File: src/rtl/mc_lsu.sv
// mc_lsu: load/store unit between the multi-cycle CPU datapath and a
// word-wide, little-endian data memory that samples on the falling edge.
// Sub-word stores are performed as read-modify-write (RD then WR).
`timescale 1ns/1ps

module mc_lsu #(
   parameter int unsigned MEM_BYTES = 64
) (
   input  logic        clk,
   input  logic        rst_n,
   input  logic        req,
   input  logic        we,
   input  logic [1:0]  size,
   input  logic        sign_ext,
   input  logic [31:0] addr,
   input  logic [31:0] wdata,
   output logic [31:0] rdata,
   output logic        busy,
   output logic        done,
   output logic        err,
   output logic [31:0] mem_addr,
   output logic        mem_rw,
   output logic [31:0] mem_wdata,
   input  logic [31:0] mem_rdata
);

   typedef enum logic [1:0] {
      IDLE = 2'd0,
      RD   = 2'd1,
      WR   = 2'd2,
      DONE = 2'd3
   } state_t;

   localparam logic [1:0] SZ_BYTE = 2'b00;
   localparam logic [1:0] SZ_HALF = 2'b01;
   localparam logic [1:0] SZ_WORD = 2'b10;

   state_t      state_reg;
   state_t      state_next;

   // Request attributes captured in IDLE and used by the later states.
   logic        we_reg;
   logic [1:0]  size_reg;
   logic        sign_reg;
   logic [1:0]  lane_reg;
   logic [15:0] wdata_reg;
   logic        err_reg;
   logic [31:0] rdata_reg;
   logic [31:0] mem_addr_reg;
   logic [31:0] mem_wdata_reg;

   // Request classification, evaluated on the live inputs while IDLE.
   logic        size_illegal;
   logic        misaligned;
   logic        out_of_range;
   logic        reject;
   logic        word_store;
   logic [32:0] last_byte;

   assign last_byte    = {1'b0, addr[31:2], 2'b00} + 33'd3;
   assign size_illegal = (size == 2'b11);
   assign misaligned   = ((size == SZ_HALF) && addr[0]) ||
                         ((size == SZ_WORD) && (addr[1:0] != 2'b00));
   assign out_of_range = (last_byte >= 33'(MEM_BYTES));
   assign reject       = size_illegal || misaligned || out_of_range;
   assign word_store   = we && (size == SZ_WORD);

   // Read-modify-write merge: each byte lane either keeps the memory byte
   // or takes the matching byte of the store data.
   logic [31:0] merged_word;
   logic [3:0]  lane_hit;

   generate
      for (genvar gi = 0; gi < 4; gi++) begin : g_merge
         localparam int HALF_BYTE = gi % 2;
         localparam int HALF_SEL  = gi / 2;

         assign lane_hit[gi] = (size_reg == SZ_BYTE) ? (lane_reg == 2'(gi))
                                                     : (lane_reg[1] == 1'(HALF_SEL));

         assign merged_word[8*gi +: 8] =
            !lane_hit[gi]          ? mem_rdata[8*gi +: 8] :
            (size_reg == SZ_BYTE)  ? wdata_reg[7:0]       :
                                     wdata_reg[8*HALF_BYTE +: 8];
      end
   endgenerate

   // Load lane extraction and sign/zero extension.
   logic [7:0]  byte_lane;
   logic [15:0] half_lane;
   logic [31:0] load_value;

   // Select the addressed byte and halfword out of the memory word.
   always_comb begin
      byte_lane = mem_rdata[7:0];
      case (lane_reg)
         2'd0:    byte_lane = mem_rdata[7:0];
         2'd1:    byte_lane = mem_rdata[15:8];
         2'd2:    byte_lane = mem_rdata[23:16];
         default: byte_lane = mem_rdata[31:24];
      endcase
      half_lane = lane_reg[1] ? mem_rdata[31:16] : mem_rdata[15:0];
   end

   // Extend the selected lane to 32 bits according to size and signedness.
   always_comb begin
      load_value = mem_rdata;
      case (size_reg)
         SZ_BYTE: load_value = {{24{sign_reg & byte_lane[7]}}, byte_lane};
         SZ_HALF: load_value = {{16{sign_reg & half_lane[15]}}, half_lane};
         default: load_value = mem_rdata;
      endcase
   end

   // State register; asynchronous reset drops straight back to IDLE.
   always_ff @(posedge clk or negedge rst_n) begin
      if (!rst_n) begin
         state_reg <= IDLE;
      end else begin
         state_reg <= state_next;
      end
   end

   // Next-state logic.
   always_comb begin
      state_next = state_reg;
      unique case (state_reg)
         IDLE: begin
            if (req) begin
               if (reject) begin
                  state_next = DONE;
               end else if (word_store) begin
                  state_next = WR;
               end else begin
                  state_next = RD;
               end
            end
         end
         RD:      state_next = we_reg ? WR : DONE;
         WR:      state_next = DONE;
         DONE:    state_next = IDLE;
         default: state_next = IDLE;
      endcase
   end

   // Outputs decoded from state; mem_rw is high only while in WR.
   always_comb begin
      busy   = (state_reg != IDLE);
      mem_rw = (state_reg == WR);
      done   = (state_reg == DONE);
      err    = (state_reg == DONE) && err_reg;
   end

   // Datapath registers: capture the request, the load result and the
   // write word; these only change on rising edges.
   always_ff @(posedge clk or negedge rst_n) begin
      if (!rst_n) begin
         we_reg        <= 1'b0;
         size_reg      <= 2'b00;
         sign_reg      <= 1'b0;
         lane_reg      <= 2'b00;
         wdata_reg     <= 16'h0;
         err_reg       <= 1'b0;
         rdata_reg     <= 32'h0;
         mem_addr_reg  <= 32'h0;
         mem_wdata_reg <= 32'h0;
      end else begin
         unique case (state_reg)
            IDLE: begin
               if (req) begin
                  we_reg       <= we;
                  size_reg     <= size;
                  sign_reg     <= sign_ext;
                  lane_reg     <= addr[1:0];
                  wdata_reg    <= wdata[15:0];
                  err_reg      <= reject;
                  mem_addr_reg <= {addr[31:2], 2'b00};
                  if (!reject && word_store) begin
                     mem_wdata_reg <= wdata;
                  end
               end
            end
            RD: begin
               if (we_reg) begin
                  mem_wdata_reg <= merged_word;
               end else begin
                  rdata_reg <= load_value;
               end
            end
            WR: begin
               // Address and write word held stable for the whole cycle.
            end
            DONE: begin
               err_reg <= 1'b0;
            end
            default: begin
            end
         endcase
      end
   end

   assign rdata     = rdata_reg;
   assign mem_addr  = mem_addr_reg;
   assign mem_wdata = mem_wdata_reg;

endmodule
File: config.mk
export PLATFORM = sky130hd
export DESIGN_NAME = mc_lsu
export DESIGN_NICKNAME = d
export VERILOG_FILES = /design/src/rtl/mc_lsu.sv
export SDC_FILE = /design/constraint.sdc
export NUM_CORES = 1
export LEC_CHECK = 0
export ABC_AREA = 1
export CAP_MARGIN = 10
export CORE_MARGIN = 3
export CORE_UTILIZATION = 42
export DETAILED_ROUTE_END_ITERATION = 8
export PLACE_DENSITY = 0.81
export SLEW_MARGIN = 20
export SYNTH_ARGS = -nofsm -noshare
export SYNTH_HDL_FRONTEND = slang
export SYNTH_SLANG_ARGS = --single-unit
File: constraint.sdc
create_clock -name clk -period 1.55 [get_ports clk]
set_input_delay 0.155 -clock clk [delete_from_list [all_inputs] [get_ports clk]]
set_output_delay 0.155 -clock clk [all_outputs]
set_load 0.01 [all_outputs]
# == Word level (Yosys, flattened, before mapping) ==
# Index checks and enable logic that the tools add are counted.
# totals
word_cells,72
in_bits,103
reg_bits,119
output_inout_bits,100
# classes
n_mux,23
bitwise_logic,4
magnitude_cmp,1
n_addsub,1
reduce_logical,20
eq_ne,13
# ops
op,count
one-hot mux 32 bit (2 select lines),2
two-way mux 32 bit,3
two-way mux 8 bit,5
adder 32 x 2 -> 33 bit (second input constant),1
>= comparator 33 x 7 -> 1 bit (second input constant),1
one-hot mux 8 bit (3 select lines),1
two-way mux 16 bit,1
equality test 2 bit (second input constant),6
equality test 2 x 1 -> 1 bit (second input constant),4
one-hot mux 2 bit (4 select lines),1
nonzero test 2 bit,4
zero test 2 bit,3
two-way mux 1 bit,6
two-way mux 2 bit,3
!= test 2 bit (second input constant),3
AND reduction 2 bit,3
logical AND 1 bit,5
AND reduction 4 bit,1
logical OR 1 bit,3
bitwise AND 1 bit,2
inverter 1 bit,2
one-hot mux 1 bit (2 select lines),1
zero test 1 bit,1

# == Longest topological paths before layout ==
# depth
ltp_word,10
depth_mapped,11
ltp_nobuf,10

# == Worst setup path after synthesis ==
# Ideal clock, no wire load.
# synth_path
path_kind,flip-flop to flip-flop
startpoint,register state_reg[0]
endpoint,"register mem_wdata_reg[0], in the netlist mem_wdata[0]"
setup_time_ps,117
required_ps,1433
path_stages_with_launch,10
synth_period_minus_slack_ps,1656
path_slack_ps,-106
t_arrival_ps,1539
cell_sequence,dfrtp_1 ha_1 buf_2 inv_2 nor2_4 a211oi_4 nand2_2 buf_6 nand2_1 nand2_1
# synth_between
elab_chain_len,3
word_cells_on_any_way,8
classes_between,eq/ne (4); mux (1); reduce/logical (3)
# synth_rtl
element,line,source
from (decl),38,state_t state_reg;
from (signal assigned),120,state_reg <= state_next;
equality test 2 x 1 -> 1 bit or zero test 2 bit (tied branches),168,unique case (state_reg)
!= test 2 bit (no source line) or nonzero test 2 bit (tied branches),--,
AND reduction 4 bit (no source line),--,
to (signal assigned),179,mem_wdata_reg <= wdata;
to (signal assigned),185,mem_wdata_reg <= merged_word;
to (decl),50,logic [31:0] mem_wdata_reg;
# Parallel ways exist; a longest one is shown, timed or not.
# A chain may end at the register's enable or synchronous reset.

# == Final worst setup path ==
# layout_path
startpoint,register state_reg[1]
endpoint,"register rdata_reg[24], in the netlist rdata[24]"
# layout_between
elab_chain_len,2
# layout_rtl
element,line,source
equality test 2 x 1 -> 1 bit,168,
AND reduction 2 bit (no source line),--,
to (signal assigned),187,rdata_reg <= load_value;
to (decl),48,logic [31:0] rdata_reg;
# Every way passes these cells.

==> metrics.md <==
| Metric | Value |
|---|---|
| Failing checks | `design-rule violations, negative setup slack` |
| Die area | `16350 sq um` |
| Final setup viols | `68` |
| All-Layer GR Usage | `28.20%` |
| Pint | `0.01402 W` |
| Clock Tree Buf Depth | `2` |
| Status | `finished with violations` |
| CTS Root Cell | `clkbuf_16` |
| Share of layout cells above drive strength 1 | `23.20%` |
| Final ANT Viol Nets | `0` |
| Via/cell ratio | `5.691` |
| Routability cong. | `0.8785` |
| Post-synthesis sequential area ratio | `47.73%` |
| Xor/xnor share of the synthesized area | `0%` |
| # diodes | `0` |
| CP cell instances | `inv_2 -> ha_4 -> inv_4 -> nor2_4 -> buf_12 -> buf_8 -> o21ai_2 -> o22ai_4 -> inv_2` |
| Syn Area/Cell | `7.516 sq um` |
| Synth Area in Compound Gates | `15.34%` |
| Net Sw Frac | `42.34%` |
| Layout Area Growth over Synthesis | `68.95%` |
| Seq cells post-synth | `119` |
| Leak Pwr | `5.161 nW` |
| Final hold violations | `0` |
| Synth Cell Area | `6238 sq um` |
| First-pass GRT wire length | `35.91 mm` |
| Combinational family with the most area after synthesis | `simple AND/OR/NAND/NOR gates` |
| Tmin final | `1.822 ns` |
| Worst-margin pin slew | `0.5057 ns` |
| CP top delay family | `buffers and inverters` |
| Setup Skew | `0.004991 ns` |
| Min-delay worst type | `primary input to async pin` |
| Critical Path AT | `2.13 ns` |
| Non-Filler Instances | `1292` |
| Setup TNS | `-12.65 ns` |
| DRC | `16` |
| Core area | `14200 sq um` |
| Sequential power share | `24.2%` |
| Clock latency on the worst-skew pair | `0.43 ns` |
| Pre-antenna DRT Iters | `9` |
| Worst vdd ir | `1093 uV` |
| Gate Count Post-Synth | `830` |
| Vias in the first global route | `6915` |
| Die extent in y | `127.9 microns` |
| Period utilisation layout | `117.6%` |
| Iteration-0 DRC Markers | `1041` |
| CTS tree | `done` |
| Crit start category | `register` |
| Die span in x | `127.9 microns` |
| Logic pwr share | `59.2%` |
| Vias | `7353` |
| Final Slew Violations | `0` |
| Largest net degree at the start of global routing | `88` |
| Starting Density | `43.92%` |
| Max Cap Viol | `0` |
| H-tree depth | `4` |
| Synth Warn # | `0` |
| Cell Rows | `43` |
| Slew margin rel. | `66.29%` |
| Slowest cell on the critical path | `dfrtp_1` |
| Critical path buffers and inverters | `5` |
| Routed WL | `25.94 mm` |
| Grt total ovfl | `0` |
| Slowest cell delay on critical path | `0.40 ns` |
| Nets | `1206` |
| Max FO, Critical Path | `6` |
| Antenna violations before repair | `0` |
| CTS sink cnt | `119` |
| Clock power share | `16.6%` |
| Most frequent cells in the layout | `nand2_1 (242), clkdlybuf4s50_1 (174), dfrtp_1 (118), inv_1 (83), o21ai_0 (75)` |
| Clk slew on worst S/H paths | `0.05 ns` |
| Fmax | `548.8 MHz` |
| Setup Crit Path Kind | `register to register` |
| Port Buffer Count | `200` |
| Setup crit end kind | `register` |
| Distinct cell type count after synthesis | `33` |
| Worst setup margin | `-0.2722 ns` |
| Sw power | `0.01030 W` |
| Commonest non-fill, non-tap cell in the layout | `nand2_1` |
| DR WL/cell | `20.08 microns` |
| Placed cells | `1225` |
| Top-Level Pins | `203` |
| RSZ-0062 raised after global routing | `yes` |
| # fillers | `986` |
| Pre-CTS setup slack | `-0.3589 ns` |
| Worst path most repeated cell | `inv_2` |
| P per Cell Area | `2308 nW/um^2` |
| Post-synthesis mux area share | `0%` |
| CP Data Required Time | `1.86 ns` |
| Synth Area in Adders | `0.8022%` |
| CTS Buf Count | `17` |
| Simple-Gate Fraction of Synth Area | `26.07%` |
| DP HPWL | `15.54 mm` |
-- final cells by class --
type,instances,area [sq um],area share [%]
flip-flops and latches,119,2979,28.26
clock buffers,19,442.9,4.202
inverters,98,387.9,3.680
well taps,180,225.2,2.137
clock inverters,13,155.1,1.472
repair buffers,293,3146,29.84
multi-input cells,570,3204,30.40
-- worst register-to-register path, cell delays in order, from the launching register on --
cell	delay (ns)
dfrtp_1	0.40
inv_2	0.12
ha_4	0.16
inv_4	0.05
nor2_4	0.33
buf_12	0.19
buf_8	0.14
o21ai_2	0.09
o22ai_4	0.17
inv_2	0.07
-- stage by stage --
stage | hold slack, ns | utilization [%] | cell area (sq um) | total power [W]
finish | 0.05953 | 74.21 | 10540 | 0.02432
global placement | -0.04005 | 61.81 | 8780 | 0.01606
detailed placement | -0.03927 | 61.81 | 8780 | 0.01638
CTS | 0.05566 | 68.68 | 9754 | 0.02180
global route | 0.05532 | 74.21 | 10540 | 0.02558
floorplan | -0.1406 | - | 6272 | 0.01143
-- power by group through the flow --
stage                     clock network, W  registers, W  logic (W)
after floorplan                          0       0.00602    0.00541
after detailed placement                 0       0.00564     0.0107
after global routing               0.00424       0.00601     0.0153
final                              0.00403       0.00588     0.0144
after global placement                   0       0.00562     0.0104
after CTS                          0.00405       0.00566     0.0121
-- path summary, 6_finish.rpt --
kind	from	end	slack [ns]	cells after the start
min in group clk	addr[5]	mem_addr[5]	0.27	3
worst max-delay path	state_reg[1]	rdata[24]	-0.27	9
worst max register to register	state_reg[1]	rdata[24]	-0.27	9
worst min-delay path	rst_n	mem_addr[17]	0.06	2
worst min register to register	mem_wdata[7]	mem_wdata[7]	0.47	2
max in group asynchronous	rst_n	rdata[28]	0.82	3
-- Yosys cell counts --
| cell type | number | area (sq um) |
|---|---|---|
| nand2_1 | 286 | 1074 |
| dfrtp_1 | 119 | 2978 |
| o21ai_0 | 92 | 460.4 |
| inv_1 | 87 | 326.6 |
| nand3_1 | 58 | 290.3 |
| nor2_1 | 36 | 135.1 |
| a21oi_1 | 23 | 115.1 |
| buf_2 | 15 | 75.07 |
| clkbuf_1 | 15 | 56.30 |
| o21ai_1 | 15 | 75.07 |
| o22ai_1 | 15 | 93.84 |
| inv_2 | 10 | 37.54 |
| buf_6 | 7 | 78.83 |
| a31oi_1 | 6 | 37.54 |
| nand2_2 | 6 | 37.54 |
| a221oi_1 | 4 | 35.03 |
| a32o_1 | 4 | 40.04 |
| buf_1 | 4 | 15.01 |
| buf_4 | 4 | 30.03 |
| ha_1 | 4 | 50.05 |
| nor2_4 | 3 | 33.78 |
| o22ai_2 | 3 | 37.54 |
| a22o_1 | 2 | 17.52 |
| nand4_1 | 2 | 12.51 |
| o221ai_1 | 2 | 17.52 |
| a211oi_4 | 1 | 20.02 |
| clkinv_1 | 1 | 3.750 |
| conb_1 | 1 | 3.750 |
| nand2_4 | 1 | 11.26 |
| nand4_4 | 1 | 21.27 |
| nor2_2 | 1 | 6.260 |
| nor3_1 | 1 | 5.000 |
| o211ai_1 | 1 | 7.510 |
-- kinds of logic after synthesis --
logic type      count (synthesis)
other cells                     1
fa+ha+maj                       4
flops                         119
buf+inv                       143
simple gates                  395
compound gates                168
-- routing by layer --
metal | vias up | GRT usage, % | wire (microns)
li1 | 3202 | - | -
met3 | 190 | 8.542 | 3415
met5 | - | 0 | 0
met2 | 609 | 45.75 | 11870
met1 | 3352 | 34.84 | 8882
met4 | 0 | 12.36 | 1780
-- timing repair --
action | 4_1_cts | 5_1_grt
setup buffers | 12 | 15
hold endpoints to repair | 119 | 0
endpoints found under the setup margin | 87 | 118
gates cloned | 6 | 7
hold buffers | 1 | 0
resized for setup | 58 | 171
pin swaps | 5 | 31
No activity file was read; power rests on OpenSTA's default activity.
